`src/rtl/fft2d_pkg.sv`:
```
// Shared definitions for the 4x4 streaming 2D DFT engine.
//   N           : transform size in each dimension
//   GROWTH_ROW  : bit growth of the row pass (4-point sum -> 2 bits)
//   state_t     : engine control states
//   lane_lo()   : low bit index of lane 'lane' in a packed vector of w-bit lanes
package fft2d_pkg;

    localparam int N          = 4;
    localparam int GROWTH_ROW = 2;

    typedef enum logic [1:0] {
        LOAD  = 2'd0,
        CALC  = 2'd1,
        DRAIN = 2'd2
    } state_t;

    function automatic int lane_lo(input int lane, input int w);
        return lane * w;
    endfunction

endpackage

```
`src/rtl/fft2d_4x4_stream_if.sv`:
```
// Row-in / column-out stream bundle of the 4x4 2D DFT engine.
//   master : frame source and result sink (framer / post-processing side)
//   slave  : the engine
// Input lane i of in_re/in_im is column i of the row; output lane k of
// out_re/out_im is X[k][out_col].
interface fft2d_4x4_stream_if #(
    parameter int DATA_W = 16,
    parameter int OUT_W  = DATA_W + 4
);
    logic                  in_valid;
    logic                  in_ready;
    logic [4*DATA_W-1:0]   in_re;
    logic [4*DATA_W-1:0]   in_im;
    logic                  in_inverse;
    logic                  out_valid;
    logic                  out_ready;
    logic [4*OUT_W-1:0]    out_re;
    logic [4*OUT_W-1:0]    out_im;
    logic [1:0]            out_col;
    logic                  out_last;

    modport master (
        output in_valid, in_re, in_im, in_inverse, out_ready,
        input  in_ready, out_valid, out_re, out_im, out_col, out_last
    );

    modport slave (
        input  in_valid, in_re, in_im, in_inverse, out_ready,
        output in_ready, out_valid, out_re, out_im, out_col, out_last
    );
endinterface

```
`src/rtl/fft4_cplx_kernel.sv`:
```
// Combinational complex 4-point DFT kernel (multiplier-free).
//   a_re, a_im : N packed IN_W-bit signed inputs a0..a3
//   inverse    : 0 -> W = e^(-j2pi/4), 1 -> W = e^(+j2pi/4)
//   g_re, g_im : N packed OUT_W-bit signed outputs G0..G3
// Inputs are sign-extended to OUT_W before any arithmetic; OUT_W >= IN_W+2
// keeps every output exact.
module fft4_cplx_kernel
    import fft2d_pkg::*;
#(
    parameter int IN_W  = 16,
    parameter int OUT_W = IN_W + 2
) (
    input  logic [N*IN_W-1:0]  a_re,
    input  logic [N*IN_W-1:0]  a_im,
    input  logic               inverse,
    output logic [N*OUT_W-1:0] g_re,
    output logic [N*OUT_W-1:0] g_im
);
    logic signed [OUT_W-1:0] xr [N];
    logic signed [OUT_W-1:0] xi [N];
    logic signed [OUT_W-1:0] gr [N];
    logic signed [OUT_W-1:0] gi [N];
    logic signed [OUT_W-1:0] sum_r, sum_i, dif_r, dif_i;
    logic signed [OUT_W-1:0] odd_sr, odd_si, odd_dr, odd_di;

    always_comb begin
        for (int i = 0; i < N; i++) begin
            xr[i] = {{(OUT_W-IN_W){a_re[lane_lo(i, IN_W)+IN_W-1]}}, a_re[lane_lo(i, IN_W) +: IN_W]};
            xi[i] = {{(OUT_W-IN_W){a_im[lane_lo(i, IN_W)+IN_W-1]}}, a_im[lane_lo(i, IN_W) +: IN_W]};
        end
        sum_r  = xr[0] + xr[2];
        sum_i  = xi[0] + xi[2];
        dif_r  = xr[0] - xr[2];
        dif_i  = xi[0] - xi[2];
        odd_sr = xr[1] + xr[3];
        odd_si = xi[1] + xi[3];
        odd_dr = xr[1] - xr[3];
        odd_di = xi[1] - xi[3];

        gr[0] = sum_r + odd_sr;
        gi[0] = sum_i + odd_si;
        gr[2] = sum_r - odd_sr;
        gi[2] = sum_i - odd_si;
        // j*(dr + j*di) = -di + j*dr: forward G1 = dif - j*odd, G3 = dif + j*odd;
        // inverse mode simply swaps the two.
        if (!inverse) begin
            gr[1] = dif_r + odd_di;
            gi[1] = dif_i - odd_dr;
            gr[3] = dif_r - odd_di;
            gi[3] = dif_i + odd_dr;
        end else begin
            gr[1] = dif_r - odd_di;
            gi[1] = dif_i + odd_dr;
            gr[3] = dif_r + odd_di;
            gi[3] = dif_i - odd_dr;
        end

        g_re = '0;
        g_im = '0;
        for (int i = 0; i < N; i++) begin
            g_re[lane_lo(i, OUT_W) +: OUT_W] = gr[i];
            g_im[lane_lo(i, OUT_W) +: OUT_W] = gi[i];
        end
    end
endmodule

```
`src/rtl/fft2d_4x4_stream.sv`:
```
// Streaming 4x4 2D DFT engine.
//   clk   : rising-edge clock
//   reset : asynchronous, active-high
//   bus   : slave side of fft2d_4x4_stream_if (row beats in, column beats out)
// Each accepted row goes through the row kernel straight into a 4x4 buffer
// at DATA_W+2 bits. After row 3, one CALC cycle loads column 0 of the column
// transform into the output register; DRAIN then hands out columns 0..3 with
// backpressure. OUT_W must equal DATA_W+4.
module fft2d_4x4_stream
    import fft2d_pkg::*;
#(
    parameter int DATA_W = 16,
    parameter int OUT_W  = DATA_W + 4
) (
    input  logic                clk,
    input  logic                reset,
    fft2d_4x4_stream_if.slave   bus
);
    localparam int ROW_W = DATA_W + GROWTH_ROW;

    state_t                  state;
    logic [1:0]              row_cnt;
    logic                    inv_flag;
    logic                    load_ready;
    logic                    col_valid;
    logic                    col_last;
    logic [1:0]              col_idx;
    logic [N*OUT_W-1:0]      col_re;
    logic [N*OUT_W-1:0]      col_im;

    logic signed [ROW_W-1:0] buf_re [N][N];
    logic signed [ROW_W-1:0] buf_im [N][N];

    logic                    accept;
    logic                    row_inv;
    logic [N*ROW_W-1:0]      row_g_re, row_g_im;
    logic [1:0]              col_sel;
    logic [N*ROW_W-1:0]      col_in_re, col_in_im;
    logic [N*OUT_W-1:0]      col_g_re, col_g_im;

    assign accept  = bus.in_valid && load_ready;
    // Row 0 has not latched the mode yet, so it uses the live input.
    assign row_inv = (row_cnt == 2'd0) ? bus.in_inverse : inv_flag;

    // Row pass on the incoming beat.
    fft4_cplx_kernel #(.IN_W(DATA_W), .OUT_W(ROW_W)) row_pass (
        .a_re    (bus.in_re),
        .a_im    (bus.in_im),
        .inverse (row_inv),
        .g_re    (row_g_re),
        .g_im    (row_g_im)
    );

    always_ff @(posedge clk) begin
        if (accept) begin
            for (int c = 0; c < N; c++) begin
                buf_re[row_cnt][c] <= row_g_re[lane_lo(c, ROW_W) +: ROW_W];
                buf_im[row_cnt][c] <= row_g_im[lane_lo(c, ROW_W) +: ROW_W];
            end
        end
    end

    // Column pass looks one column ahead of the one being presented, so the
    // next column is ready on the handshake edge.
    assign col_sel = (state == CALC) ? 2'd0 : col_idx + 2'd1;

    always_comb begin
        col_in_re = '0;
        col_in_im = '0;
        for (int r = 0; r < N; r++) begin
            col_in_re[lane_lo(r, ROW_W) +: ROW_W] = buf_re[r][col_sel];
            col_in_im[lane_lo(r, ROW_W) +: ROW_W] = buf_im[r][col_sel];
        end
    end

    fft4_cplx_kernel #(.IN_W(ROW_W), .OUT_W(OUT_W)) col_pass (
        .a_re    (col_in_re),
        .a_im    (col_in_im),
        .inverse (inv_flag),
        .g_re    (col_g_re),
        .g_im    (col_g_im)
    );

    always_ff @(posedge clk or posedge reset) begin
        if (reset) begin
            state      <= LOAD;
            row_cnt    <= 2'd0;
            inv_flag   <= 1'b0;
            load_ready <= 1'b1;
            col_valid  <= 1'b0;
            col_last   <= 1'b0;
            col_idx    <= 2'd0;
            col_re     <= '0;
            col_im     <= '0;
        end else begin
            case (state)
                LOAD: begin
                    if (accept) begin
                        row_cnt <= row_cnt + 2'd1;
                        if (row_cnt == 2'd0) inv_flag <= bus.in_inverse;
                        if (row_cnt == 2'd3) begin
                            state      <= CALC;
                            load_ready <= 1'b0;
                        end
                    end
                end
                CALC: begin
                    col_re    <= col_g_re;
                    col_im    <= col_g_im;
                    col_idx   <= 2'd0;
                    col_last  <= 1'b0;
                    col_valid <= 1'b1;
                    state     <= DRAIN;
                end
                DRAIN: begin
                    if (bus.out_ready) begin
                        if (col_idx == 2'd3) begin
                            col_valid  <= 1'b0;
                            col_last   <= 1'b0;
                            load_ready <= 1'b1;
                            state      <= LOAD;
                        end else begin
                            col_re   <= col_g_re;
                            col_im   <= col_g_im;
                            col_idx  <= col_idx + 2'd1;
                            col_last <= (col_idx == 2'd2);
                        end
                    end
                end
                default: begin
                    state      <= LOAD;
                    load_ready <= 1'b1;
                    col_valid  <= 1'b0;
                end
            endcase
        end
    end

    assign bus.in_ready  = load_ready;
    assign bus.out_valid = col_valid;
    assign bus.out_last  = col_last;
    assign bus.out_col   = col_idx;
    assign bus.out_re    = col_re;
    assign bus.out_im    = col_im;
endmodule

```
`src/flat_wrapper.sv`:
```
// flat-port wrapper written by rule: the top's interface ports become plain ports
module fft2d_4x4_stream_flat import fft2d_pkg::*;
#(
    parameter int DATA_W = 16,
    parameter int OUT_W  = DATA_W + 4
)
  (clk, reset, bus_in_valid, bus_in_re, bus_in_im, bus_in_inverse, bus_out_ready, bus_in_ready, bus_out_valid, bus_out_re, bus_out_im, bus_out_col, bus_out_last);
  fft2d_4x4_stream_if #(.DATA_W(DATA_W), .OUT_W(OUT_W)) bus_i ();
  input  logic clk;
  input  logic reset;
  input wire logic [$bits(bus_i.in_valid)-1:0] bus_in_valid;
  input wire logic [$bits(bus_i.in_re)-1:0] bus_in_re;
  input wire logic [$bits(bus_i.in_im)-1:0] bus_in_im;
  input wire logic [$bits(bus_i.in_inverse)-1:0] bus_in_inverse;
  input wire logic [$bits(bus_i.out_ready)-1:0] bus_out_ready;
  output wire logic [$bits(bus_i.in_ready)-1:0] bus_in_ready;
  output wire logic [$bits(bus_i.out_valid)-1:0] bus_out_valid;
  output wire logic [$bits(bus_i.out_re)-1:0] bus_out_re;
  output wire logic [$bits(bus_i.out_im)-1:0] bus_out_im;
  output wire logic [$bits(bus_i.out_col)-1:0] bus_out_col;
  output wire logic [$bits(bus_i.out_last)-1:0] bus_out_last;
  assign bus_i.in_valid = bus_in_valid;
  assign bus_i.in_re = bus_in_re;
  assign bus_i.in_im = bus_in_im;
  assign bus_i.in_inverse = bus_in_inverse;
  assign bus_i.out_ready = bus_out_ready;
  assign bus_in_ready = bus_i.in_ready;
  assign bus_out_valid = bus_i.out_valid;
  assign bus_out_re = bus_i.out_re;
  assign bus_out_im = bus_i.out_im;
  assign bus_out_col = bus_i.out_col;
  assign bus_out_last = bus_i.out_last;
  fft2d_4x4_stream #(.DATA_W(DATA_W), .OUT_W(OUT_W)) u_core (.clk(clk), .reset(reset), .bus(bus_i));
endmodule
```
`config.mk`:
```
export PLATFORM = sky130hd
export DESIGN_NAME = fft2d_4x4_stream_flat
export DESIGN_NICKNAME = d
export VERILOG_FILES = /design/src/rtl/fft2d_pkg.sv /design/src/rtl/fft2d_4x4_stream_if.sv /design/src/rtl/fft4_cplx_kernel.sv /design/src/rtl/fft2d_4x4_stream.sv /design/src/flat_wrapper.sv
export SDC_FILE = /design/constraint.sdc
export NUM_CORES = 2
export LEC_CHECK = 0
export CAP_MARGIN = 10
export CORE_MARGIN = 2
export CORE_UTILIZATION = 45
export CTS_CLUSTER_DIAMETER = 50
export CTS_CLUSTER_SIZE = 30
export DETAILED_ROUTE_END_ITERATION = 6
export GPL_TIMING_DRIVEN = 0
export PLACE_DENSITY = 0.7
export SYNTH_ARGS = -nofsm -noshare
export SYNTH_HDL_FRONTEND = slang
export SYNTH_SLANG_ARGS = --single-unit
```
`constraint.sdc`:
```
create_clock -name clk -period 7 [get_ports clk]
set_input_delay 1.05 -clock clk [delete_from_list [all_inputs] [get_ports clk]]
set_output_delay 1.05 -clock clk [all_outputs]
set_load 0.1 [all_outputs]
```
Word-level counts from Yosys, hierarchy flattened:

Memories as Yosys holds them, arrays and structs flattened.
Index checks and enable logic that the tools add are counted.

* memories kept: 2
* flip-flop bits (word level): 170
* logic and storage cells: 130
* input port bits: 133
* memory bits (writable): 576
* output and inout port bits: 165

Memories
* u_core.buf_im: depth 4, width 72, read ports 4, clocked after Yosys merged registers in 0, write ports 1, line fft2d_4x4_stream.sv:32 `logic signed [ROW_W-1:0] buf_im [N][N];`
* u_core.buf_re: depth 4, width 72, read ports 4, clocked after Yosys merged registers in 0, write ports 1, line fft2d_4x4_stream.sv:31 `logic signed [ROW_W-1:0] buf_re [N][N];`

* muxes and demuxes: 61
* eq/ne operators: 10
* $lt $le $gt $ge: 1
* reduce and logical (&&, ||, !) cells: 10
* bitwise operators: 3
* add/subtract/negate cells: 34

Operators by type and width (count)
* $mux W18: 20
* $mux W80: 4
* $pmux W80 S2: 2
* $bmux W18 S2: 8
* $add A19 B19 Y20: 4
* $mux W20: 4
* $sub A19 B19 Y20: 4
* $add A18 B18 Y19: 4
* $sub A18 B18 Y19: 4
* $add A17 B17 Y18: 4
* $sub A17 B17 Y18: 4
* $add A16 B16 Y17: 4
* $sub A16 B16 Y17: 4
* $mux W2: 7
* $mux W1: 11
* $eq A2 B2 Y1 const B: 4
* $ne A2 B1 Y1 const B: 3
* $pmux W1 S3: 2
* $pmux W2 S3: 1
* $reduce_and A3 Y1: 2
* $reduce_and A5 Y1: 1
* $add A2 B1 Y2 const B: 2
* $logic_not A2 Y1: 2
* $ne A2 B2 Y1 const B: 2
* other kinds (10): 12

Logic depth before layout (Yosys ltp):

* depth after elaboration: 12
* depth in mapped cells: 30
* gate-level depth less buffers: 27

By module:

Synthesis repeated with hierarchy kept, for this count alone.

* cells, all modules: 5422
* area, all modules: 55443.2 um^2

By module, submodules not included
* fft2d_4x4_stream: cells each 1484, seq. area each 21551.9 um^2, times used 1, area an instance 28048.2 um^2
* fft4_cplx_kernel at u_core.col_pass: cells each 2132, seq. area each 0.0 um^2, times used 1, area an instance 14702.9 um^2
* fft4_cplx_kernel at u_core.row_pass: cells each 1806, seq. area each 0.0 um^2, times used 1, area an instance 12692.2 um^2

Least setup slack after synthesis:

OpenSTA, ideal clock, no wires.

* path type: register to register
* start point: register u_core.col_idx[0], in the netlist u_core.bus.out_col[0]
* end point: register u_core.col_re[57], in the netlist u_core.bus.out_re[57]
* data required time: 6.863 ns
* setup time: 0.137 ns
* stages on the path, launching flop included: 29
* period minus slack after synthesis: 6.917 ns
* path buffers: 4
* path slack: 0.083 ns
* arrival time: 6.780 ns
* path through: dfrtp_1 > inv_1 > ha_1 > nor2_1 > clkbuf_1 > buf_2 > clkbuf_1 > mux2i_1 > o21ai_0 > fa_1 > a21o_1 > a21oi_1 > nor2_1 > o21a_1 > o2111a_1 > o21a_1 > nor2_1 > xnor2_1 > ha_1 > clkbuf_1 > inv_1 > a21o_1 > a21o_1 > a221o_1 > a31oi_1 > o41ai_1 > o41ai_1 > xnor2_1 > a21oi_1

* cells in the longest elaborated chain, start to end: 11
* elaborated cells between the ends (all ways): 24
* classes of those cells: add/sub (4); eq/ne (2); mux (16); bitwise (1); reduce/logical (1)

RTL lines
* start: declaration: line fft2d_4x4_stream.sv:27 `logic [1:0] col_idx;`
* start signal: assignment: line fft2d_4x4_stream.sv:125 `col_idx <= col_idx + 2'd1;`
* $add A2 B1 Y2: line fft2d_4x4_stream.sv:65 `assign col_sel = (state == CALC) ? 2'd0 : col_idx + 2'd1;`
* $mux W2: line fft2d_4x4_stream.sv:65
* $not A2 Y3 (implied by the code): line fft2d_4x4_stream.sv:71 `col_in_re[lane_lo(r, ROW_W) +: ROW_W] = buf_re[r][col_sel];`
* $bmux W18 S2: line fft2d_4x4_stream.sv:71
* $mux W18 (implied by the code) (2 in series): line fft2d_4x4_stream.sv:71
* $add A18 B18 Y19 (on tied branches): line fft4_cplx_kernel.sv:31, fft4_cplx_kernel.sv:35
* $sub A19 B19 Y20: line fft4_cplx_kernel.sv:42 `gr[2] = sum_r - odd_sr;`
* $mux W80: line fft2d_4x4_stream.sv:117 `if (col_idx == 2'd3) begin`
* $mux W80: line fft2d_4x4_stream.sv:116 `if (bus.out_ready) begin`
* $pmux W80 S2: line fft2d_4x4_stream.sv:96 `case (state)`
* end signal: assignment: line fft2d_4x4_stream.sv:108 `col_re <= col_g_re;`
* end signal: assignment: line fft2d_4x4_stream.sv:123 `col_re <= col_g_re;`
* end: declaration: line fft2d_4x4_stream.sv:28 `logic [N*OUT_W-1:0] col_re;`

Several ways; a longest one is shown, not always the timed one. The select of a mux whose other input is x is not followed.
A chain may end at the register's enable or synchronous reset.

Final worst setup path:

* start point: register u_core.col_idx[0], in the netlist u_core.bus.out_col[0]
* end point: register u_core.col_im[77], in the netlist u_core.bus.out_im[77]

* cells in the longest elaborated chain, start to end: 12
* elaborated cells between the ends (all ways): 26
* classes of those cells: add/sub (5); eq/ne (2); mux (17); bitwise (1); reduce/logical (1)

RTL lines
* $add A2 B1 Y2: line fft2d_4x4_stream.sv:65
* $mux W2: line fft2d_4x4_stream.sv:65
* $not A2 Y3 (implied by the code): line fft2d_4x4_stream.sv:71, fft2d_4x4_stream.sv:72
* $bmux W18 S2 (on tied branches): line fft2d_4x4_stream.sv:72, fft2d_4x4_stream.sv:71
* $mux W18 (on tied branches) (2 in series): line fft2d_4x4_stream.sv:72, fft2d_4x4_stream.sv:71
* $sub A18 B18 Y19 (on tied branches): line fft4_cplx_kernel.sv:34, fft4_cplx_kernel.sv:37
* $add A19 B19 Y20 / $sub A19 B19 Y20 (equally long branches): line fft4_cplx_kernel.sv:50, fft4_cplx_kernel.sv:55
* $mux W20: line fft4_cplx_kernel.sv:46 `if (!inverse) begin`
* $mux W80: line fft2d_4x4_stream.sv:117
* $mux W80: line fft2d_4x4_stream.sv:116
* $pmux W80 S2: line fft2d_4x4_stream.sv:96
* end signal: assignment: line fft2d_4x4_stream.sv:109 `col_im <= col_g_im;`
* end signal: assignment: line fft2d_4x4_stream.sv:124 `col_im <= col_g_im;`
* end: declaration: line fft2d_4x4_stream.sv:29 `logic [N*OUT_W-1:0] col_im;`

Several ways; a longest one is shown, not always the timed one. The select of a mux whose other input is x is not followed.

==> implementation parameters <==
Parameter                              Value

Worst setup path
  Reg2Reg Setup Slack    240 ps
  Worst R2R End    u_core.bus.out_im[77]
  Endpoint arrival time on the critical path    7270 ps
  Type of origin of the critical path    flop
  CP peak stage delay    740 ps
  Slowest cell on crit path    o21ai_0
  Cells traversed along the worst timing path    inv_1, ha_1, nor2_4, buf_12, clkbuf_2, clkbuf_8, mux2i_1, o21ai_0, ha_1, clkbuf_1, nor3_1, a21oi_1, a21oi_1, xnor2_2, ha_1, clkinvlp_4, nor4_4, nand2_1, or3_1, a211oi_1, a31oi_1, xor2_1, a21oi_1
  Crit end category    flop
  Cells on worst reg2reg path    23
  CP max FO    10
  Worst Setup Path Type    flop to flop
  Crit path required time    7510 ps
  Startpoint of the worst-slack reg-to-reg timing path    u_core.bus.out_col[0]

Logic synthesis
  Cell Area, Synth    53,300 um^2
  Average size of a mapped cell    9.66 um^2
  Dominant combinational cell family by area after synthesis    compound AO/OA/AOI/OAI gates
  Synth Area in Adders    0.145
  Mux share of post-synthesis cell area    0.0388
  Flip-flop and latch count after synthesis    726
  Share of the synthesized area in the top cell type    0.315
  Commonest register cell after synthesis    edfxtp_1
  Number of distinct library cells after synthesis    89
  Number of warnings printed during yosys synthesis    0
  XOR/XNOR Fraction of Synth Area    0.0810
  Simple logic cell fraction of the synthesized area    0.104
  Net Count, Synth    6,249
  Cell types with the largest area share after synthesis    edfxtp_1, ha_1, dfrtp_1, xnor2_1, a21oi_1
  Synthesized instance count    5,518
  Cell taking the most area after synthesis    edfxtp_1
  Async set-reset flop share out of synthesis    0.229
  Fraction of the mapped netlist area in compound gates    0.184
  EDFF count, synth    560
  Post-synthesis sequential area ratio    0.393

Floorplan
  I/O pin count    298
  Starting density of the core    0.453
  Area of the die    121,000 um^2
  Standard cell core area    118,000 um^2
  Chip Height    348 um
  Die Wd    348 um
  Cell row count    126

Routing
  Met3 routed WL    11,500 um
  Top layer used by detailed routing    met4
  Vias per Instance    5.74
  Sum of met2 wire segment lengths after detailed routing    78,100 um
  Post-route antenna net violation count    0
  Vias post-DR    42,800
  First DRT Iteration DRCs    4,084
  Drt pass-1 iters    6
  Sum of routed wire length over all layers    172,000 um
  Average wire per cell in the routed design    23.1 um
  Routed met1 length    75,000 um
  Count of unresolved DRC violations after routing    0

STA
  Peak clock frequency supported by timing    0.148 GHz
  Worst Hold Slack    490 ps
  Final Slew Violations    0
  Setup-violating endpoint count in the final report    0
  Number of hold violations in the final report    0
  Final Cycle Share    0.966
  Transition time at the pin with the least slew margin    1090 ps
  Setup repair after global routing missed its margin    yes
  Shortest clock period the worst path allows after layout    6760 ps
  Setup Skew    44.7 ps
  Headroom to the max-slew limit    0.267

Finish
  Total number of nets in the final design    6,604
  Final instance area    61,200 um^2
  Share of the core filled with cells    0.519
  Area growth from synthesis to layout    14.7%
  Sequential cell area    21,000 um^2
  Ant. Diodes    0
  Most common library cell in the layout ignoring fill and taps    edfxtp_1
  Share of cells above drive strength 1    0.0564
  Most frequent cells in the layout    edfxtp_1, ha_1, inv_1, a21oi_1, nor2_1
  Non-filler instance count after layout    7,453
  Area occupied by multi-input gates    29,900 um^2
  Filler cells    10,600

CTS
  Clock latency of the later-clocked register in the worst-skew pair    670 ps
  Htree depth    2
  CTS tree    built
  Maximum count of clock buffers along a single path    3
  Buffer cell driving the clock tree root    clkbuf_16
  Count of hold-fix buffers inserted at cts    0
  Number of sinks on the clock net    726
  Clock buffer count from CTS    53
  Clock transition at the registers of the reported paths    70 ps

Run status
  Outcome    completed

Global route
  GRT Total Usage    0.275
  Via count of the first global-routing pass    40,500
  Wire length of the first global-routing pass    253,000 um
  Remaining global-route overflow    0
  Maximum number of pins on one net before global-route repair    128
  Antenna violations before repair    1

Hold path
  Type of the worst min-delay path    flop to flop
  Min-Delay Startpoint    u_core.bus.out_re[4]
  Min-Delay Path Depth    2
  End point of the most critical hold path    u_core.bus.out_re[4]

Placed design
  Half-perimeter wire length after detailed placement    140,000 um
  Placement Cell Area    58,500 um^2
  Count of placed standard cells including taps    7,361
  Number of buffers inserted by port buffering    297
  Weighted congestion at the end of routability-driven global placement    0.958

Run
  # Max-Cap Violations    0
[flip-flops by register name (all words and copies together) (netlist names)]
signal / flops
u_core.bus.out_col: 2
u_core.row_cnt: 2
u_core.bus.out_valid: 1
u_core.bus.out_im: 78
u_core.buf_im: 280
u_core.bus.in_ready: 1
u_core.state: 2
u_core.bus.out_re: 78
u_core.bus.out_last: 1
u_core.inv_flag: 1
u_core.buf_re: 280
[cell usage after synthesis, types with 13 or more instances]
library cell and count:
a211oi_1 28, a21o_1 78, a21oi_1 444, a22oi_1 140
a311oi_1 13, a31oi_1 52, and3_1 26, buf_1 32
clkbuf_1 220, dfrtp_1 165, edfxtp_1 560, fa_1 32
ha_1 566, inv_1 485, mux2i_1 192, nand2_1 281
nand2b_1 56, nand3_1 53, nand4_1 23, nor2_1 432
nor2b_1 76, nor3_1 132, nor4_1 18, o211ai_1 30
o21a_1 34, o21ai_0 362, o21ba_2 13, o21bai_1 122
o22ai_1 20, o31ai_1 29, o41ai_1 14, or2_2 19
or3_1 42, xnor2_1 375, xor2_1 118
[cells by family (layout without fill, tap and decap cells)]
| group | count (synthesis) | in the layout |
|---|---|---|
| xor gates and xnor gates | 493 | 493 |
| buffers and inverters | 760 | 1159 |
| muxes | 205 | 205 |
| and+or+nand+nor | 1201 | 1201 |
| DFF | 726 | 726 |
| AOI/OAI and AO/OA | 1535 | 1535 |
| adders and majority gates | 598 | 598 |
[metal layers]
metal,vias up,global-route usage
met5,-,0
met4,0,0.105
met3,222,0.0250
met2,1621,0.450
met1,20600,0.378
li1,20300,-
[final cells by class]
type                    instances  share of cell area
multi-input cells            4032               0.489
clock buffers                  55              0.0221
plain buffers                 255              0.0186
flip-flops and latches        726               0.343
well taps                    1536              0.0314
inverters                     490              0.0303
clock inverters                44              0.0112
repair buffers                315              0.0541
[through the flow]
| step | setup slack, ps | TNS (ps) |
|---|---|---|
| finish | 238 | 0 |
| global route | -86.7 | -175 |
| CTS | 4.92 | 0 |
| detailed placement | -2260 | -103020 |
| global placement | -2270 | -253450 |
| floorplan | 83.1 | 0 |
[worst max-delay path by stage]
stage	start	endpoint	slack (ps)	depth (start not counted)
final	u_core.bus.out_col[0]	u_core.bus.out_im[77]	240	23
after global routing	u_core.bus.out_col[0]	u_core.bus.out_im[77]	-90	25
after CTS	u_core.state[0]	u_core.bus.out_re[37]	5	24
after detailed placement	u_core.bus.out_col[0]	u_core.bus.out_im[77]	-2260	28
after global placement	u_core.bus.out_col[0]	u_core.bus.out_im[77]	-2270	28
after floorplan	u_core.bus.out_col[0]	u_core.bus.out_re[57]	80	28
[what timing repair did]
action,in CTS,in global routing
cloned,0,0
endpoints found under the setup margin,103,51
buffers inserted,6,2
pin swaps,4,3
resized for setup,133,86
[worst max-delay path, delay by kind of cell (launching register included)]
kind,cells,cell delay (ps)
compound gates,6,1600
flops,1,450
mux,1,120
xor+xnor,2,510
fa+ha+maj,3,1190
buf+inv,6,1280
simple gates,5,1430
Power is left out: the tool's default activity adds up to more than one toggle a clock period on the data nets, which glitch-free logic cannot reach.
